--- config.mk ---
export PLATFORM = sky130hd
export DESIGN_NAME = hdmi_video_frontend
export DESIGN_NICKNAME = d
export VERILOG_FILES = /design/src/rtl/hdmi_video_frontend.sv
export SDC_FILE = /design/constraint.sdc
export NUM_CORES = 1
export LEC_CHECK = 0
export ABC_AREA = 1
export BUFFER_PORTS_ARGS = -buffer_cell sky130_fd_sc_hd__buf_4
export CORE_MARGIN = 4
export CORE_UTILIZATION = 35
export DETAILED_ROUTE_END_ITERATION = 10
export GPL_TIMING_DRIVEN = 1
export SETUP_SLACK_MARGIN = 0.02
export SYNTH_ARGS = -nofsm -noshare
export SYNTH_HDL_FRONTEND = slang
export SYNTH_SLANG_ARGS = --single-unit
--- constraint.sdc ---
create_clock -name pixelClock -period 10.7 [get_ports pixelClock]
set_clock_uncertainty 0.2 [all_clocks]
set_input_delay 0.535 -clock pixelClock [delete_from_list [all_inputs] [get_ports pixelClock]]
set_output_delay 0.535 -clock pixelClock [all_outputs]
set_load 0.05 [all_outputs]
--- src/rtl/hdmi_video_frontend.sv ---
// 720x480p60 raster generator and DVI TMDS encoder for the 27 MHz pixel domain.
// Coordinates lead the encoded symbols by two cycles; RGB is sampled one cycle after its coordinate.
module hdmi_video_frontend #(
    parameter int H_ACTIVE        = 720,
    parameter int H_FRONT         = 16,
    parameter int H_SYNC          = 62,
    parameter int H_BACK          = 60,
    parameter int V_ACTIVE        = 480,
    parameter int V_FRONT         = 9,
    parameter int V_SYNC          = 6,
    parameter int V_BACK          = 30,
    parameter int SYNC_ACTIVE_LOW = 1
) (
    input  logic               pixelClock,
    input  logic               reset,
    input  logic [7:0]         redByte,
    input  logic [7:0]         greenByte,
    input  logic [7:0]         blueByte,
    output logic signed [11:0] hPosCounter,
    output logic signed [10:0] vPosCounter,
    output logic               inActiveDisplay,
    output logic               hSync,
    output logic               vSync,
    output logic [9:0]         tmdsRed,
    output logic [9:0]         tmdsGreen,
    output logic [9:0]         tmdsBlue,
    output logic [9:0]         tmdsClock
);

    localparam int H_BLANK = H_FRONT + H_SYNC + H_BACK;
    localparam int V_BLANK = V_FRONT + V_SYNC + V_BACK;

    localparam logic signed [11:0] H_FIRST   = 12'(-H_BLANK);
    localparam logic signed [11:0] H_LAST    = 12'(H_ACTIVE - 1);
    localparam logic signed [11:0] HS_FIRST  = 12'(H_FRONT - H_BLANK);
    localparam logic signed [11:0] HS_LAST   = 12'(H_FRONT + H_SYNC - 1 - H_BLANK);
    localparam logic signed [10:0] V_FIRST   = 11'(-V_BLANK);
    localparam logic signed [10:0] V_LAST    = 11'(V_ACTIVE - 1);
    localparam logic signed [10:0] VS_FIRST  = 11'(V_FRONT - V_BLANK);
    localparam logic signed [10:0] VS_LAST   = 11'(V_FRONT + V_SYNC - 1 - V_BLANK);
    localparam logic               SYNC_INV  = (SYNC_ACTIVE_LOW != 0);
    localparam logic [9:0]         CTRL_00   = 10'b1101010100;
    localparam logic [9:0]         CTRL_01   = 10'b0010101011;
    localparam logic [9:0]         CTRL_10   = 10'b0101010100;
    localparam logic [9:0]         CTRL_11   = 10'b1010101011;
    localparam logic [9:0]         CLK_SYM   = 10'b0000011111;

    function automatic logic [9:0] f_ctrl(input logic c1, input logic c0);
        logic [9:0] sym;
        case ({c1, c0})
            2'b00:   sym = CTRL_00;
            2'b01:   sym = CTRL_01;
            2'b10:   sym = CTRL_10;
            default: sym = CTRL_11;
        endcase
        return sym;
    endfunction

    // Returns {next_disparity[4:0], symbol[9:0]}.
    function automatic logic [14:0] f_encode(input logic [7:0] d, input logic signed [4:0] cnt);
        logic [3:0]        n1d;
        logic [3:0]        n1q;
        logic [3:0]        n0q;
        logic              use_xnor;
        logic [8:0]        qm;
        logic [9:0]        q;
        logic signed [4:0] diff;
        logic signed [4:0] nc;
        n1d = 4'd0;
        for (int i = 0; i < 8; i++) begin
            n1d = n1d + {3'b000, d[i]};
        end
        use_xnor = (n1d > 4'd4) || ((n1d == 4'd4) && !d[0]);
        qm[0] = d[0];
        for (int i = 1; i < 8; i++) begin
            qm[i] = use_xnor ? ~(qm[i-1] ^ d[i]) : (qm[i-1] ^ d[i]);
        end
        qm[8] = ~use_xnor;
        n1q = 4'd0;
        for (int i = 0; i < 8; i++) begin
            n1q = n1q + {3'b000, qm[i]};
        end
        n0q  = 4'd8 - n1q;
        diff = $signed({1'b0, n1q}) - $signed({1'b0, n0q});
        if ((cnt == 5'sd0) || (n1q == n0q)) begin
            q  = {~qm[8], qm[8], (qm[8] ? qm[7:0] : ~qm[7:0])};
            nc = qm[8] ? (cnt + diff) : (cnt - diff);
        end else if (((cnt > 5'sd0) && (n1q > n0q)) || ((cnt < 5'sd0) && (n0q > n1q))) begin
            q  = {1'b1, qm[8], ~qm[7:0]};
            nc = cnt + $signed({3'b000, qm[8], 1'b0}) - diff;
        end else begin
            q  = {1'b0, qm[8], qm[7:0]};
            nc = cnt - $signed({3'b000, ~qm[8], 1'b0}) + diff;
        end
        return {nc, q};
    endfunction

    logic signed [11:0] r_hPos;
    logic signed [10:0] r_vPos;
    logic               r_de;
    logic               r_hs;
    logic               r_vs;
    logic signed [11:0] w_hNext;
    logic signed [10:0] w_vNext;

    logic               r_de1;
    logic               r_hs1;
    logic               r_vs1;
    logic [7:0]         r_red1;
    logic [7:0]         r_green1;
    logic [7:0]         r_blue1;

    logic [9:0]         r_tmdsR;
    logic [9:0]         r_tmdsG;
    logic [9:0]         r_tmdsB;
    logic signed [4:0]  r_dispR;
    logic signed [4:0]  r_dispG;
    logic signed [4:0]  r_dispB;
    logic [14:0]        w_encR;
    logic [14:0]        w_encG;
    logic [14:0]        w_encB;

    always_comb begin
        w_hNext = r_hPos + 12'sd1;
        w_vNext = r_vPos;
        if (r_hPos == H_LAST) begin
            w_hNext = H_FIRST;
            w_vNext = (r_vPos == V_LAST) ? V_FIRST : (r_vPos + 11'sd1);
        end
    end

    assign w_encR = f_encode(r_red1, r_dispR);
    assign w_encG = f_encode(r_green1, r_dispG);
    assign w_encB = f_encode(r_blue1, r_dispB);

    always_ff @(posedge pixelClock) begin
        if (reset) begin
            r_hPos   <= H_FIRST;
            r_vPos   <= V_FIRST;
            r_de     <= 1'b0;
            r_hs     <= 1'b0;
            r_vs     <= 1'b0;
            r_de1    <= 1'b0;
            r_hs1    <= 1'b0;
            r_vs1    <= 1'b0;
            r_red1   <= 8'd0;
            r_green1 <= 8'd0;
            r_blue1  <= 8'd0;
            r_tmdsR  <= CTRL_00;
            r_tmdsG  <= CTRL_00;
            r_tmdsB  <= CTRL_00;
            r_dispR  <= 5'sd0;
            r_dispG  <= 5'sd0;
            r_dispB  <= 5'sd0;
        end else begin
            r_hPos   <= w_hNext;
            r_vPos   <= w_vNext;
            r_de     <= !w_hNext[11] && !w_vNext[10];
            r_hs     <= (w_hNext >= HS_FIRST) && (w_hNext <= HS_LAST);
            r_vs     <= (w_vNext >= VS_FIRST) && (w_vNext <= VS_LAST);
            // Caller's RGB answers the previous coordinate, so DE/syncs are delayed to meet it.
            r_de1    <= r_de;
            r_hs1    <= r_hs;
            r_vs1    <= r_vs;
            r_red1   <= redByte;
            r_green1 <= greenByte;
            r_blue1  <= blueByte;
            if (r_de1) begin
                r_tmdsR <= w_encR[9:0];
                r_tmdsG <= w_encG[9:0];
                r_tmdsB <= w_encB[9:0];
                r_dispR <= w_encR[14:10];
                r_dispG <= w_encG[14:10];
                r_dispB <= w_encB[14:10];
            end else begin
                r_tmdsR <= CTRL_00;
                r_tmdsG <= CTRL_00;
                r_tmdsB <= f_ctrl(r_vs1 ^ SYNC_INV, r_hs1 ^ SYNC_INV);
                r_dispR <= 5'sd0;
                r_dispG <= 5'sd0;
                r_dispB <= 5'sd0;
            end
        end
    end

    assign hPosCounter     = r_hPos;
    assign vPosCounter     = r_vPos;
    assign inActiveDisplay = r_de;
    assign hSync           = r_hs;
    assign vSync           = r_vs;
    assign tmdsRed         = r_tmdsR;
    assign tmdsGreen       = r_tmdsG;
    assign tmdsBlue        = r_tmdsB;
    assign tmdsClock       = CLK_SYM;

endmodule

==> results.cfg, run 1 <==
[synth]
ys_seq_elements = 98
synthTopCellsByArea = dfxtp_1 26%, inv_1 11%, ha_1 10%, fa_1 9.5%, nand2_1 9.4%
yosys.area.top_type = dfxtp_1
synth-edff-count = 0
synth_seq_area_share = 0.259
ys.flop_type = dfxtp_1
synth_cells = 1041
avgSynthCellArea_sq_um = 7.27
yosys_warnings = 0
ys_types = 44
syn_area_sq_um = 7570
synth_top_area_frac = 0.259
async_flop_share = 0

[placed_design]
place_congestion = 0.873
portBuffers = 81
dp_hpwl_mm = 14.2

[clock_network]
clk_latency_ns = 0.36
ctsRootBufferMaster = clkbuf_16
cts.sinks = 98
h-tree-depth = 3
cts_tree = built
cts_resized = 0
clkTransAtPathRegs_ns = 0.08
hold_buffers = 0
clockBufferDepth = 2
numCtsBuffers = 9
postCtsSetupBuffers = 0

[sta]
fin_crit_ns = 9.38
rsz0062_at_grt = no
setup_violations = 0
hold_viol_final = 0
fin_tns_setup_ns = 0
worst_slew_pin_slew_ns = 0.649
fmax_mhz = 107
finalCritPeriodShare = 0.877
drv_slew = 0
holdWs_ns = 0.173
relSlewSlack = 0.564

[critical_path]
cp_max_fo = 19
critical_path_arrival_ns = 9.40
critPathMostFrequentCell = nand2_2
cp_data_required_time_ns = 10.72
startpoint_type = register
cpMaxStageDelayCell = fa_1
endpoint_kind = register
r2r_setup_slack_ns = 1.32
critical-path-max-stage-delay_ns = 0.59
ff2ff_path_depth = 45
rr_startpoint = r_red1[0]
timing_worst_setup_path_type = register to register
r2r_end = r_dispR[4]

[die]
chipHeight_microns = 155
core_sq_um = 21200
initial_core_util = 0.358
rows = 53
die_w_microns = 155
dieArea_sq_um = 24000
io_pins = 92

[global_routing]
overflow = 0
antenna_found_initial = 0
grt_pass1_vias = 6417
grt.total_usage = 0.154
grt_pass1_wl_mm = 30.0
grt_start_max_net_pins = 32

[routing]
drt_wl_total_mm = 17.8
met3WireLength_mm = 1.02
wl_met2_mm = 8.32
post_drt_wl_per_cell_microns = 12.7
final_antenna_net_count = 0
via_per_inst = 4.63
drcViolationCount = 0
drt_iter0_drc = 281
met1_length_mm = 8.12
drt_pass1_iterations = 5
vias = 6484
highest_layer = met4

[layout]
nNetsFinal = 1244
drive_above_1_share = 0.134
layout_common_cells = 215 x inv_1, 189 x nand2_1, 98 x dfxtp_1, 87 x nor2_1, 82 x buf_4
nFillCells = 2195
antenna_cells = 0
area_growth_pct = 15.6
final_common_cell = inv_1

[hold_path]
holdPathEnd = r_blue1[4]
hold_path.class = input pin to register
hold_path_depth = 3
hold_path.startpoint = blueByte[4]

[run]
cap_violations = 0

[outcome]
outcome = completed
[cell usage after synthesis, types with 2 or more instances]
| library cell | number |
|---|---|
| inv_1 | 215 |
| nand2_1 | 189 |
| dfxtp_1 | 98 |
| nor2_1 | 88 |
| nand3_1 | 67 |
| ha_1 | 63 |
| xor2_1 | 47 |
| o21ai_0 | 46 |
| fa_1 | 36 |
| a21oi_1 | 32 |
| nand2_2 | 22 |
| nor3_1 | 14 |
| xnor2_1 | 14 |
| buf_4 | 10 |
| clkbuf_1 | 10 |
| nand3_2 | 9 |
| or2_2 | 9 |
| nand4_1 | 8 |
| o211ai_1 | 8 |
| a31oi_1 | 6 |
| inv_2 | 6 |
| nor4_1 | 6 |
| o21ai_1 | 4 |
| o22ai_1 | 4 |
| nor3b_1 | 3 |
| o2111ai_1 | 3 |
| o221ai_1 | 3 |
| a211oi_1 | 2 |
| a221o_1 | 2 |
| conb_1 | 2 |
| o31ai_1 | 2 |
[routing by layer]
layer	vias to the layer above	GRT usage
met1	2911	0.192
met2	166	0.261
met3	21	0.0378
li1	3386	-
met5	-	0
met4	0	0.0496
[metrics by stage]
stage | setup slack (ns) | utilization | instance area (sq um) | instances
after floorplan | 2.17 | - | 7600 | 1049
after global placement | 1.46 | 0.398 | 8430 | 1383
after detailed placement | 1.35 | 0.398 | 8430 | 1383
after CTS | 1.32 | 0.413 | 8750 | 1399
after global routing | 0.542 | 0.413 | 8750 | 1399
final | 1.32 | 0.413 | 8750 | 1399
[critical path, delay by kind of cell (launching register included)]
kind,cells,cell delay (ns)
fa+ha+maj,11,4.50
simple gates,22,2.72
compound gates,4,0.59
buf+inv,6,0.45
xor+xnor,2,0.41
flops,1,0.37
[registers in the layout, summed over array words and instances, names as in the netlist, named ones only]
name / cells
vPosCounter: 11
tmdsGreen: 10
tmdsBlue: 10
vSync: 1
r_blue1: 8
r_hs1: 1
r_dispG: 4
hPosCounter: 12
r_dispR: 4
r_dispB: 4
tmdsRed: 10
r_red1: 8
hSync: 1
r_vs1: 1
r_green1: 8
r_de1: 1
inActiveDisplay: 1
[kinds of logic (layout without fill, tap and decap cells)]
kind of cell    after synthesis  in the layout  share of synthesized area
xor+xnor                     64             64                     0.0780
fa+ha+maj                    99             99                      0.199
other cells                   2             10                   0.000992
flops                        98             98                      0.259
simple gates                420            420                      0.248
buf+inv                     244            319                      0.127
compound gates              114            114                     0.0873
[worst max-delay path by stage]
stage / slack, ns / cells past startpoint / startpoint / to
after detailed placement: 1.35 / 45 / r_red1[0] / r_dispR[4]
after floorplan: 2.17 / 36 / r_red1[0] / r_dispR[4]
final: 1.32 / 45 / r_red1[0] / r_dispR[4]
after global placement: 1.46 / 43 / r_red1[0] / r_dispR[4]
after global routing: 0.54 / 45 / r_red1[0] / r_dispR[4]
after CTS: 1.32 / 45 / r_red1[0] / r_dispR[4]
[final cells by class]
type / instances / area [sq um] / area share
multi-input cells: 707 / 4680 / 0.535
flip-flops and latches: 98 / 1960 / 0.224
inverters: 221 / 830 / 0.0948
repair buffers: 82 / 616 / 0.0704
well taps: 275 / 344 / 0.0393
clock buffers: 9 / 225 / 0.0258
clock inverters: 7 / 92.6 / 0.0106
Power of run 1 is left out: the tool's default activity adds up to more than one toggle a clock period on the data nets, which glitch-free logic cannot reach.
==> run 2: changes to the inputs <==
Settings changed: BUFFER_PORTS_ARGS -buffer_cell sky130_fd_sc_hd__buf_4 to default, CELL_PAD_IN_SITES_DETAIL_PLACEMENT from default to 1, CELL_PAD_IN_SITES_GLOBAL_PLACEMENT from default to 1, DONT_BUFFER_PORTS from default to 1, PLACE_DENSITY_LB_ADDON from default to 0.1.
==> run 2 against run 1 <==
Wire length rose by 13%. Non-clock buffer count shrank 81. Die area did not move. Count of clock-buffer cells in the layout increased by 1. Sequential cell count unchanged. Worst setup slack worse by 0.080 ns. Critical endpoint is now r_dispB[4].
==> results.cfg, run 2 (synthesized netlist as in run 1, its figures left out) <==
[layout]
drive_above_1_share = 0.0662
multiInputGateArea_sq_um = 4680
area_growth_pct = 7.11
regArea_sq_um = 1960
nNetsFinal = 1163
final_common_cell = inv_1
layout_common_cells = 215 x inv_1, 189 x nand2_1, 98 x dfxtp_1, 87 x nor2_1, 67 x nand3_1
largest_reg_flops = 12
design_area_sq_um = 8110
antenna_cells = 0
nFillCells = 2655

[die]
rows = 53
die_w_microns = 155
chipHeight_microns = 155
io_pins = 92
initial_core_util = 0.358
dieArea_sq_um = 24000
core_sq_um = 21200

[critical_path]
endpoint = r_dispB[4]
critical_path_arrival_ns = 9.48
cpMaxStageDelayCell = fa_1
cp_max_fo = 16
r2r_end = r_dispB[4]
rr_startpoint = r_blue1[0]
r2r_setup_slack_ns = 1.24
endpoint_kind = register
cp_data_required_time_ns = 10.72
ff2ff_path_depth = 45
timing_worst_setup_path_type = register to register
critPathMostFrequentCell = inv_1
startpoint_type = register
crit_path_start = r_blue1[0]
critical-path-max-stage-delay_ns = 0.62

[global_routing]
grt_start_max_net_pins = 32
grt.total_usage = 0.175
grt_pass1_vias = 6649
antenna_found_initial = 0
overflow = 0
grt_pass1_wl_mm = 34.1

[placed_design]
place_congestion = 0.800
dp_hpwl_mm = 16.3
placed_cell_area_sq_um = 7820
portBuffers = 0

[run]
cap_violations = 0

[clock_network]
clockBufferDepth = 2
hold_buffers = 0
h-tree-depth = 3
numCtsBuffers = 9
cts_tree = built
cts_resized = 0
cts.sinks = 98
clkTransAtPathRegs_ns = 0.07
ctsRootBufferMaster = clkbuf_16
postCtsSetupBuffers = 0
clk_latency_ns = 0.36

[sta]
finalCritPeriodShare = 0.884
rsz0062_at_grt = no
fin_tns_setup_ns = 0
drv_slew = 0
hold_viol_final = 0
fin_crit_ns = 9.46
relSlewSlack = 0.536
worst_slew_pin_slew_ns = 0.690
fmax_mhz = 106
setup_violations = 0

[outcome]
outcome = completed

[routing]
drcViolationCount = 0
drt_iter0_drc = 190
via_per_inst = 4.76
drt_pass1_iterations = 4
post_drt_wl_per_cell_microns = 15.3
final_antenna_net_count = 0
drt_wl_total_mm = 20.2
vias = 6273

[hold_path]
hold_path.class = input pin to register
## run 2: cell types whose count changed in the layout (fill, tap and decap cells not counted), moves of 2 or more
cell        previous run  this run
inv_6                  3         0
inv_8                  1         3
clkinvlp_4             0         2
buf_4                 82         1
## run 2: layer usage
metal	up-vias	track usage	routed length, microns
li1	3219	-	-
met1	2943	0.225	9480
met2	91	0.302	9640
met3	20	0.0348	769
met4	0	0.0433	299
met5	-	0	0
## run 2: final cells by class
type	instances	area share
multi-input combinational	707	0.577
sequential	98	0.242
inverter	221	0.102
tap	275	0.0424
clock buffer	10	0.0282
clock inverter	6	0.00710
timing repair buffer	1	0.000926
## run 2: how the worst min path moves through the flow
stage,from,endpoint,slack [ns],cells after the start
2_1_floorplan,register,register,0.21,2
3_3_place_gp,register,register,0.23,2
3_5_place_dp,register,register,0.23,2
4_1_cts,reset,r_blue1[2],0.02,1
5_1_grt,reset,r_blue1[2],0.02,1
6_report,reset,r_blue1[2],0.04,1
## run 2: critical path: cells and delay by family, from the launching register on
kind | cells | cell delay [ns]
adder cells (fa/ha/maj) | 11 | 4.54
AND/OR/NAND/NOR | 20 | 2.36
buffers and inverters | 9 | 0.79
AO/OA/AOI/OAI | 3 | 0.63
XOR/XNOR | 2 | 0.45
flip-flops | 1 | 0.37
## run 2: metrics by stage
stage                     instances   util  worst slack (ns)  hold slack, ns
after detailed placement       1302  0.370              1.14           0.232
after global placement         1302  0.370              1.26           0.230
after CTS                      1318  0.383              1.12          0.0224
final                          1318  0.383              1.24          0.0424
after global routing           1318  0.383             0.478          0.0208
after floorplan                1049      -              2.17           0.209
Power of run 2 is left out for the same reason.
